==> src/rtl/rop_types.sv <==
// Shared types and constants for the ROP CSR block: field widths, CSR map,
// reset defaults and the commit FSM state encoding.
package rop_types;

  localparam int unsigned ROP_BLEND_FACTOR_BITS = 5;
  localparam int unsigned TEX_LOGIC_OP_BITS     = 4;

  typedef struct packed {
    logic [ROP_BLEND_FACTOR_BITS-1:0] blend_src_rgb;
    logic [ROP_BLEND_FACTOR_BITS-1:0] blend_dst_rgb;
    logic [ROP_BLEND_FACTOR_BITS-1:0] blend_src_a;
    logic [ROP_BLEND_FACTOR_BITS-1:0] blend_dst_a;
    logic [31:0]                      blend_const;
    logic [TEX_LOGIC_OP_BITS-1:0]     logic_op;
  } rop_csrs_t;

  localparam logic [2:0] CSR_BLEND_SRC_RGB = 3'd0;
  localparam logic [2:0] CSR_BLEND_DST_RGB = 3'd1;
  localparam logic [2:0] CSR_BLEND_SRC_A   = 3'd2;
  localparam logic [2:0] CSR_BLEND_DST_A   = 3'd3;
  localparam logic [2:0] CSR_BLEND_CONST   = 3'd4;
  localparam logic [2:0] CSR_LOGIC_OP      = 3'd5;
  localparam logic [2:0] CSR_COMMIT        = 3'd6;
  localparam logic [2:0] CSR_RESERVED      = 3'd7;

  localparam logic [ROP_BLEND_FACTOR_BITS-1:0] BLEND_ZERO    = ROP_BLEND_FACTOR_BITS'(0);
  localparam logic [ROP_BLEND_FACTOR_BITS-1:0] BLEND_ONE     = ROP_BLEND_FACTOR_BITS'(1);
  localparam logic [TEX_LOGIC_OP_BITS-1:0]     LOGIC_OP_COPY = TEX_LOGIC_OP_BITS'(3);

  localparam rop_csrs_t ROP_CSRS_RESET = '{
    blend_src_rgb: BLEND_ONE,
    blend_dst_rgb: BLEND_ZERO,
    blend_src_a:   BLEND_ONE,
    blend_dst_a:   BLEND_ZERO,
    blend_const:   32'h0,
    logic_op:      LOGIC_OP_COPY
  };

  typedef enum logic {
    ST_IDLE  = 1'b0,
    ST_DRAIN = 1'b1
  } commit_state_e;

endpackage

==> src/rtl/rop_csr_regs.sv <==
// ROP configuration registers: shadow copy written over the CSR port, active
// copy updated only by a COMMIT once the ROP pipeline has drained.
module rop_csr_regs
  import rop_types::*;
(
  input  logic        clk,
  input  logic        reset,
  input  logic        csr_wr_valid,
  input  logic [2:0]  csr_wr_addr,
  input  logic [31:0] csr_wr_data,
  output logic        csr_wr_ready,
  input  logic        csr_rd_valid,
  input  logic [2:0]  csr_rd_addr,
  output logic        csr_rd_rsp_valid,
  output logic [31:0] csr_rd_rsp_data,
  input  logic        rop_idle,
  output rop_csrs_t   rop_csrs,
  output logic        commit_pending,
  output logic        commit_done
);

  commit_state_e state_q;
  logic          ready_q;
  logic          pending_q;
  logic          done_q;
  rop_csrs_t     active_q;
  rop_csrs_t     shadow_q, shadow_d;
  logic          rsp_valid_q;
  logic [31:0]   rsp_data_q, rsp_data_d;
  logic          wr_fire;
  logic          commit_req;

  assign wr_fire    = csr_wr_valid & ready_q;
  assign commit_req = wr_fire && (csr_wr_addr == CSR_COMMIT);

  always_comb begin
    shadow_d = shadow_q;
    if (wr_fire) begin
      unique case (csr_wr_addr)
        CSR_BLEND_SRC_RGB: shadow_d.blend_src_rgb = csr_wr_data[ROP_BLEND_FACTOR_BITS-1:0];
        CSR_BLEND_DST_RGB: shadow_d.blend_dst_rgb = csr_wr_data[ROP_BLEND_FACTOR_BITS-1:0];
        CSR_BLEND_SRC_A:   shadow_d.blend_src_a   = csr_wr_data[ROP_BLEND_FACTOR_BITS-1:0];
        CSR_BLEND_DST_A:   shadow_d.blend_dst_a   = csr_wr_data[ROP_BLEND_FACTOR_BITS-1:0];
        CSR_BLEND_CONST:   shadow_d.blend_const   = csr_wr_data;
        CSR_LOGIC_OP:      shadow_d.logic_op      = csr_wr_data[TEX_LOGIC_OP_BITS-1:0];
        default:           shadow_d = shadow_q;
      endcase
    end
  end

  // Read mux works from shadow_q, so a same-cycle write is not yet visible.
  always_comb begin
    rsp_data_d = rsp_data_q;
    if (csr_rd_valid) begin
      unique case (csr_rd_addr)
        CSR_BLEND_SRC_RGB: rsp_data_d = 32'(shadow_q.blend_src_rgb);
        CSR_BLEND_DST_RGB: rsp_data_d = 32'(shadow_q.blend_dst_rgb);
        CSR_BLEND_SRC_A:   rsp_data_d = 32'(shadow_q.blend_src_a);
        CSR_BLEND_DST_A:   rsp_data_d = 32'(shadow_q.blend_dst_a);
        CSR_BLEND_CONST:   rsp_data_d = shadow_q.blend_const;
        CSR_LOGIC_OP:      rsp_data_d = 32'(shadow_q.logic_op);
        CSR_COMMIT:        rsp_data_d = {31'b0, pending_q};
        default:           rsp_data_d = '0;
      endcase
    end
  end

  always_ff @(posedge clk or posedge reset) begin
    if (reset) begin
      shadow_q    <= ROP_CSRS_RESET;
      rsp_valid_q <= 1'b0;
      rsp_data_q  <= '0;
    end else begin
      shadow_q    <= shadow_d;
      rsp_valid_q <= csr_rd_valid;
      rsp_data_q  <= rsp_data_d;
    end
  end

  // rop_idle is only looked at from DRAIN, so the COMMIT cycle itself never
  // shortcuts the drain wait.
  always_ff @(posedge clk or posedge reset) begin
    if (reset) begin
      state_q   <= ST_IDLE;
      ready_q   <= 1'b1;
      pending_q <= 1'b0;
      done_q    <= 1'b0;
      active_q  <= ROP_CSRS_RESET;
    end else begin
      done_q <= 1'b0;
      unique case (state_q)
        ST_IDLE: begin
          if (commit_req) begin
            state_q   <= ST_DRAIN;
            ready_q   <= 1'b0;
            pending_q <= 1'b1;
          end
        end
        ST_DRAIN: begin
          if (rop_idle) begin
            active_q  <= shadow_q;
            done_q    <= 1'b1;
            state_q   <= ST_IDLE;
            ready_q   <= 1'b1;
            pending_q <= 1'b0;
          end
        end
        default: begin
          state_q   <= ST_IDLE;
          ready_q   <= 1'b1;
          pending_q <= 1'b0;
        end
      endcase
    end
  end

  assign csr_wr_ready     = ready_q;
  assign commit_pending   = pending_q;
  assign commit_done      = done_q;
  assign rop_csrs         = active_q;
  assign csr_rd_rsp_valid = rsp_valid_q;
  assign csr_rd_rsp_data  = rsp_data_q;

endmodule

==> config.mk <==
export PLATFORM = sky130hd
export DESIGN_NAME = rop_csr_regs
export DESIGN_NICKNAME = d
export VERILOG_FILES = /design/src/rtl/rop_types.sv /design/src/rtl/rop_csr_regs.sv
export SDC_FILE = /design/constraint.sdc
export NUM_CORES = 1
export LEC_CHECK = 0
export CORE_UTILIZATION = 52
export CTS_BUF_LIST = sky130_fd_sc_hd__clkbuf_8
export CTS_CLUSTER_SIZE = 16
export DETAILED_ROUTE_END_ITERATION = 10
export PLACE_DENSITY = 0.82
export SYNTH_ARGS = -nofsm -noshare
export SYNTH_HDL_FRONTEND = slang
export SYNTH_SLANG_ARGS = --single-unit
==> constraint.sdc <==
create_clock -name clk -period 6.9 [get_ports clk]
set_clock_uncertainty 0.15 [all_clocks]
set_input_delay 2.07 -clock clk [delete_from_list [all_inputs] [get_ports clk]]
set_output_delay 2.07 -clock clk [all_outputs]
set_load 0.02 [all_outputs]
After elaboration in Yosys (flattened, before gate mapping)
Cells that the tools add are included.

Register bits after elaboration: 149. Input port bits: 43. Output and inout bits: 92. Logic and storage cells: 57.

Eq/ne operators: 14. Multiplexer cells: 12. Bitwise operators: 2. Reductions and logical operators: 11.

Operator list (number): $pmux W32 S7 (1); $eq A3 B3 Y1 const B (6); $reduce_and A2 Y1 (8); $eq A3 B2 Y1 const B (4); $mux W1 (8); $eq A3 B1 Y1 const B (2); $logic_not A3 Y1 (2); $pmux W1 S2 (3); $ne A2 B2 Y1 const B (2); $and A1 B1 Y1 (1); $logic_and A1 B1 Y1 (1); $not A1 Y1 (1).

Longest topological paths before layout
Gate-level depths: netlist (run 1).

Depth in word-level cells: 4. Gate-level depth with buffers: 6. Depth with buffers taken out: 4.

Worst setup path before layout (run 1)
Ideal clock, no wire load.

Path type: input to register. Start: in csr_wr_addr[1]. End: reg shadow_q[52] (netlist name). Library setup time: 0.128 ns. Arrival time: 3.020 ns. Required time: 6.622 ns. Path slack: 3.603 ns. Cell stages on the path: 3. Path through: or4_1 > buf_2 > mux2_1.

Word-level cells in the longest chain between the ends: 2.

Ends and longest elaborated chain: start, declared (RTL line rop_csr_regs.sv:9) `input logic [2:0] csr_wr_addr,`; $logic_not A3 Y1 (RTL line rop_csr_regs.sv:39) `unique case (csr_wr_addr)`; $reduce_and A2 Y1 (no source line); end signal, assigned (RTL line rop_csr_regs.sv:74) `shadow_q <= shadow_d;`; end, declared (RTL line rop_csr_regs.sv:27) `rop_csrs_t shadow_q, shadow_d;`.

No other way between the ends. A chain may end at the register's enable or synchronous reset.

Worst setup path after layout (run 1)
Start: in csr_rd_addr[0]. End: reg rsp_data_q[17], in the netlist csr_rd_rsp_data[17].

Word-level cells in the longest chain between the ends: 2. Elaborated cells on any way between the ends: 8. Classes of those cells: eq/ne (6); mux (1); reduce/logical (1).

Ends and longest elaborated chain: start, declared (RTL line rop_csr_regs.sv:13) `input logic [2:0] csr_rd_addr,`; $eq A3 B3 Y1 (tied with other cells) (RTL line rop_csr_regs.sv:55) `unique case (csr_rd_addr)`; $pmux W32 S7 * (RTL line rop_csr_regs.sv:55); end signal, assigned (RTL line rop_csr_regs.sv:76) `rsp_data_q <= rsp_data_d;`; end, declared (RTL line rop_csr_regs.sv:29) `logic [31:0] rsp_data_q, rsp_data_d;`.

Every way passes the cells marked *; elsewhere a longest branch is shown, timed or not.

==> flow_summary.ini, run 1 <==
[global_routing]
grt_pass1_vias = 3914
grt_max_degree = 97
grt-ovfl-total = 0
track_usage_pct = 22.7
grt_pass1_wl_um = 20000
grt_antenna_before_repair = 0

[floorplanning]
die_w_um = 109
die_h_um = 109
initial_core_util_pct = 54.0
rows = 38
core_area_um2 = 10900
die-area_um2 = 11800
ios = 135

[clocking]
tritoncts = yes
cts_buffer_depth = 2
numCtsBuffers = 17
ctsHoldBuffers = 0
h-tree-depth = 4
clkSinkCount = 149
cts.clk_slew.worst_paths_ps = 80
clk_latency_ps = 430
clk_root_buffer_cell = clkbuf_8
post-cts-setup-buffers = 0
cts-resized-gates = 0

[sta]
fin_crit_ps = 4070
finalSetupViolCount = 0
fin_crit_sh_pct = 59.1
slew_headroom_pct = 29.6
worst_pin_slew_ps = 1050
finalSetupTns_ps = 0
rsz0062_at_grt = no
fmax_mhz = 245
timing.final.hold_violations = 0
drv_slew = 0

[critical_path]
endpoint_kind = flop
required_ps = 7010
start_kind = input port
r2r_end = shadow_q[15]
crit_type = in -> reg
crit_fanout = 27
r2r_start = csr_wr_ready
arrival_ps = 4180
ff2ff_path_depth = 4
rrSetupSlack_ps = 4920

[status]
status = finished clean

[pwr]
peakVddDrop_uv = 235
p_comb_share_pct = 30.9
swShare_pct = 31.6
p_per_area_nw_per_um2 = 389
p_int_w = 0.00206
power.leakage_nw = 3.38
pwr-share-seq_pct = 46.8
clkPwrFrac_pct = 22.3
p_sw_w = 0.000955

[layout]
fin_cells = 717
fin_util_pct = 71.0
area_delta_synth_final_pct = 31.6
nets = 607
fillers = 786
n_antenna_cell = 0
drive_gt1_share_pct = 26.9

[hold_path]
holdPathEnd = rop_csrs[12]
hold_class = reg -> reg
worstHoldStart = rop_csrs[12]
whs_path_depth = 1

[logic_synthesis]
yosysSeqAreaShare_pct = 63.3
ys_types = 31
synth_flop_cell = dfrtp_1
synth-seq-cells = 149
avgSynthCellArea_um2 = 13.7
postSynthCellCount = 430
yosysWarnings = 0
syn-cell-area_um2 = 5900
async_reset_ff_share_pct = 100
synth-edff-count = 0
synth_fp_nets = 473

[drt]
drt_iter0_markers = 208
vias = 3818
wl_per_cell_um = 17.6
ant_nets = 0
drc = 0
wl_um = 12600
drtPass1Iterations = 4
via_per_inst = 5.32

[place]
gp_congestion = 0.811
io_buffers = 134
dp_cells = 685
dpl.hpwl_um = 8600

[flow_run]
maxCapViolCount = 0
## registers in the layout (all words and copies together), names as in the netlist
name	cells
commit_done	1
state_q	1
csr_rd_rsp_valid	1
commit_pending	1
csr_wr_ready	1
csr_rd_rsp_data	32
rop_csrs	56
shadow_q	56
## layer usage
layer,wire (µm),vias up,global-route usage (%)
li1,-,1767,-
met1,5420,1908,29.5
met2,6290,135,38.6
met3,781,8,4.88
met4,98,0,6.37
met5,0,-,0
## logic make-up (layout without fill, tap and decap cells)
logic type | count (synthesis) | count (layout) | synth area share [%]
flip-flops | 149 | 149 | 63.3
multiplexers | 122 | 122 | 23.5
AND/OR/NAND/NOR | 61 | 61 | 4.85
buffers and inverters | 55 | 202 | 3.75
AO/OA/AOI/OAI | 43 | 43 | 4.53
## area by class of cell
| class | count | area (µm²) | area share (%) |
|---|---|---|---|
| clock buffers | 19 | 262 | 3.37 |
| flip-flops and latches | 149 | 3740 | 48.1 |
| repair buffers | 138 | 1370 | 17.6 |
| clock inverters | 13 | 150 | 1.93 |
| inverters | 32 | 125 | 1.61 |
| well taps | 140 | 175 | 2.26 |
| multi-input cells | 226 | 1950 | 25.1 |
## cell usage in the layout (no fill, tap or decap)
cell type	instances
dfrtp_1	140
clkdlybuf4s50_1	133
mux2_2	102
nand2_1	36
inv_1	30
o22ai_1	28
clkbuf_8	19
mux2_1	12
dfstp_2	9
mux2i_1	6
nor2_1	5
nand2b_1	5
clkinvlp_4	5
o21ai_0	4
clkinv_4	4
buf_4	4
a31oi_1	3
nand3_1	3
a21oi_1	3
inv_6	3
a22oi_1	2
mux4_2	2
nand3b_1	2
nor3_1	2
or3_1	2
bufinv_16	2
inv_2	1
or4_1	1
or2_2	1
nand4b_1	1
o211ai_1	1
nor2b_1	1
o32ai_1	1
nor3_4	1
nor3_2	1
o21a_1	1
buf_2	1
## power by group through the flow
stage	Sequential, W	Combinational [W]	Clock (W)
after floorplan	0.00154	0.000367	0
after global placement	0.00141	0.000912	0
after detailed placement	0.00143	0.000939	0
after CTS	0.00141	0.000945	0.000685
after global routing	0.00146	0.000996	0.000723
final	0.00141	0.000933	0.000673
## metrics by stage
step | instance area [µm²] | hold slack [ps] | total power (W) | setup slack [ps]
final | 7770 | 359 | 0.00302 | 2830
after global placement | 7360 | 337 | 0.00232 | 2480
after detailed placement | 7360 | 347 | 0.00237 | 2390
after floorplan | 5900 | 325 | 0.00191 | 687
after global routing | 7770 | 375 | 0.00318 | 2640
after CTS | 7770 | 365 | 0.00305 | 2840
## cell usage after synthesis, types with 2 or more instances
cell	number	area share (%)
dfrtp_1	140	59
a22oi_1	2	0.25
nor3_1	2	0.17
a21oi_1	3	0.25
nand3_1	3	0.25
nor3_2	2	0.34
mux4_2	2	0.76
or3_1	2	0.21
nand2b_1	5	0.53
nand3b_1	2	0.25
o22ai_1	28	3.0
buf_2	12	1.0
clkbuf_1	10	0.64
nand2_1	36	2.3
dfstp_2	9	4.0
mux2_2	102	19
o21ai_0	4	0.34
mux2i_1	6	1.0
nor2_1	5	0.32
inv_1	31	2.0
a31oi_1	3	0.32
mux2_1	12	2.3
## critical path, stage by stage
cell	delay, ps
clkdlybuf4s50_1	840
nor2_1	220
nand2_1	820
o22ai_1	210
## worst max path at each step
stage                   startpoint                  end  cells after the start
global route        csr_rd_addr[0]  csr_rd_rsp_data[22]                      4
detailed placement  csr_rd_addr[0]   csr_rd_rsp_data[5]                      4
finish              csr_rd_addr[0]  csr_rd_rsp_data[17]                      4
CTS                 csr_rd_addr[0]  csr_rd_rsp_data[29]                      4
floorplan                    reset          commit_done                      1
global placement    csr_rd_addr[0]  csr_rd_rsp_data[16]                      4
No activity file was read; power rests on OpenSTA's default activity.
==> inputs of run 2 (changes only) <==
Settings changed: CORE_UTILIZATION 52 to 47, PLACE_DENSITY 0.82 to 0.79.
Clock period 6.9 ns to 3.7 ns, I/O delays scaled along.
==> flow_summary.ini, run 2 (synthesis results as in run 1) <==
[status]
status = finished clean

[pwr]
p_sw_w = 0.00174
p_per_area_nw_per_um2 = 729
pwr-share-seq_pct = 45.4
p_total_w = 0.00579
clkPwrFrac_pct = 24.3
p_int_w = 0.00405
peakVddDrop_uv = 426
p_comb_share_pct = 30.3
power.leakage_nw = 3.48
swShare_pct = 30.0

[layout]
layout_commonest_cell = dfrtp_1
nets = 615
fin_cells = 753
fillers = 915
final_cell_mix = 140 x dfrtp_1, 133 x clkdlybuf4s50_1, 102 x mux2_2, 36 x nand2_1, 31 x inv_1
drive_gt1_share_pct = 27.7
area_delta_synth_final_pct = 34.6
n_antenna_cell = 0
postLayoutCellArea_um2 = 7950

[place]
io_buffers = 134
gp_congestion = 0.751
placed_cell_area_um2 = 7490
dp_cells = 721
dpl.hpwl_um = 9110

[drt]
ant_nets = 0
vias = 3887
drc = 0
wl_um = 13100
drtPass1Iterations = 4
wl_per_cell_um = 17.4
via_per_inst = 5.16
drt_iter0_markers = 246

[global_routing]
grt_pass1_wl_um = 21200
grt_pass1_vias = 4159
grt_max_degree = 44
grt_antenna_before_repair = 0
track_usage_pct = 21.8
grt-ovfl-total = 0

[critical_path]
crit_type = reg -> out
crit_path_top_delay_cell = clkdlybuf4s50_1
required_ps = 2440
arrival_ps = 1600
crit_chain = clkdlybuf4s50_1
cpPeakStageDelay_ps = 600
crit_fanout = 4
endpoint_kind = output port
start_kind = flop
crit_buf_inv = 1
path_delay_family = buffers and inverters

[sta]
finalSetupTns_ps = 0
slew_headroom_pct = 54.6
fmax_mhz = 350
timing.final.hold_violations = 0
fin_crit_ps = 2860
rsz0062_at_grt = no
worst_pin_slew_ps = 679
fin_crit_sh_pct = 77.3
drv_slew = 0
finalSetupViolCount = 0

[clocking]
tritoncts = yes
clk_latency_ps = 430
post-cts-setup-buffers = 0
ctsHoldBuffers = 0
clk_root_buffer_cell = clkbuf_8
cts-resized-gates = 0
cts_buffer_depth = 2
h-tree-depth = 4
clkSinkCount = 149
numCtsBuffers = 17
cts.clk_slew.worst_paths_ps = 70

[flow_run]
maxCapViolCount = 0

[floorplanning]
ios = 135
initial_core_util_pct = 48.8
core_area_um2 = 12100
die_h_um = 114
die-area_um2 = 13000
die_w_um = 114
rows = 40

[hold_path]
hold_class = reg -> reg
## run 2: cell type report
class | count | area, µm² | share of cell area, %
Clock buffer | 23 | 317 | 3.98
Clock inverter | 9 | 146 | 1.84
Inverter | 32 | 124 | 1.56
Multi-Input combinational cell | 226 | 1950 | 24.5
Sequential cell | 149 | 3740 | 47.0
Tap cell | 168 | 210 | 2.64
Timing Repair Buffer | 146 | 1460 | 18.4
## run 2: worst paths after layout
path	depth (start not counted)	startpoint	slack (ps)	end
worst min-delay path	1	rop_csrs[46]	360	rop_csrs[46]
max in group asynchronous	3	reset	1670	rop_csrs[41]
worst max-delay path	1	csr_wr_ready	840	csr_wr_ready
worst max register to register	4	csr_wr_ready	1690	shadow_q[11]
worst min register to register	1	rop_csrs[46]	360	rop_csrs[46]
min in group asynchronous	2	reset	980	csr_rd_rsp_data[22]
## run 2: metal layers
| layer | part of all wire [%] | track usage [%] | vias to the layer above |
|---|---|---|---|
| met4 | 1.6 | 8.57 | 0 |
| met3 | 5.1 | 5.82 | 21 |
| met5 | 0 | 0 | - |
| met2 | 49 | 35.1 | 122 |
| met1 | 44 | 28.3 | 1973 |
| li1 | - | - | 1771 |
## run 2: power by group through the flow
stage / clock [W] / sequential [W] / combinational, W
after floorplan: 0 / 0.00288 / 0.000685
after global placement: 0 / 0.00263 / 0.00172
after detailed placement: 0 / 0.00265 / 0.00177
after CTS: 0.00144 / 0.00263 / 0.00178
after global routing: 0.00151 / 0.00271 / 0.00188
final: 0.00141 / 0.00263 / 0.00176
## run 2: per-stage QoR
stage               hold slack (ps)  util (%)  setup slack [ps]
floorplan                       325         -               572
global placement                339      61.8               679
detailed placement              345      61.8               638
CTS                             361      65.6               804
global route                    372      65.6               780
finish                          357      65.6               841
## run 2: worst register-to-register path: stages, from the launching register on
cell and delay, ps:
dfstp_2 560, nand2_1 140, nor3_4 190, buf_4 430, mux2_2 430
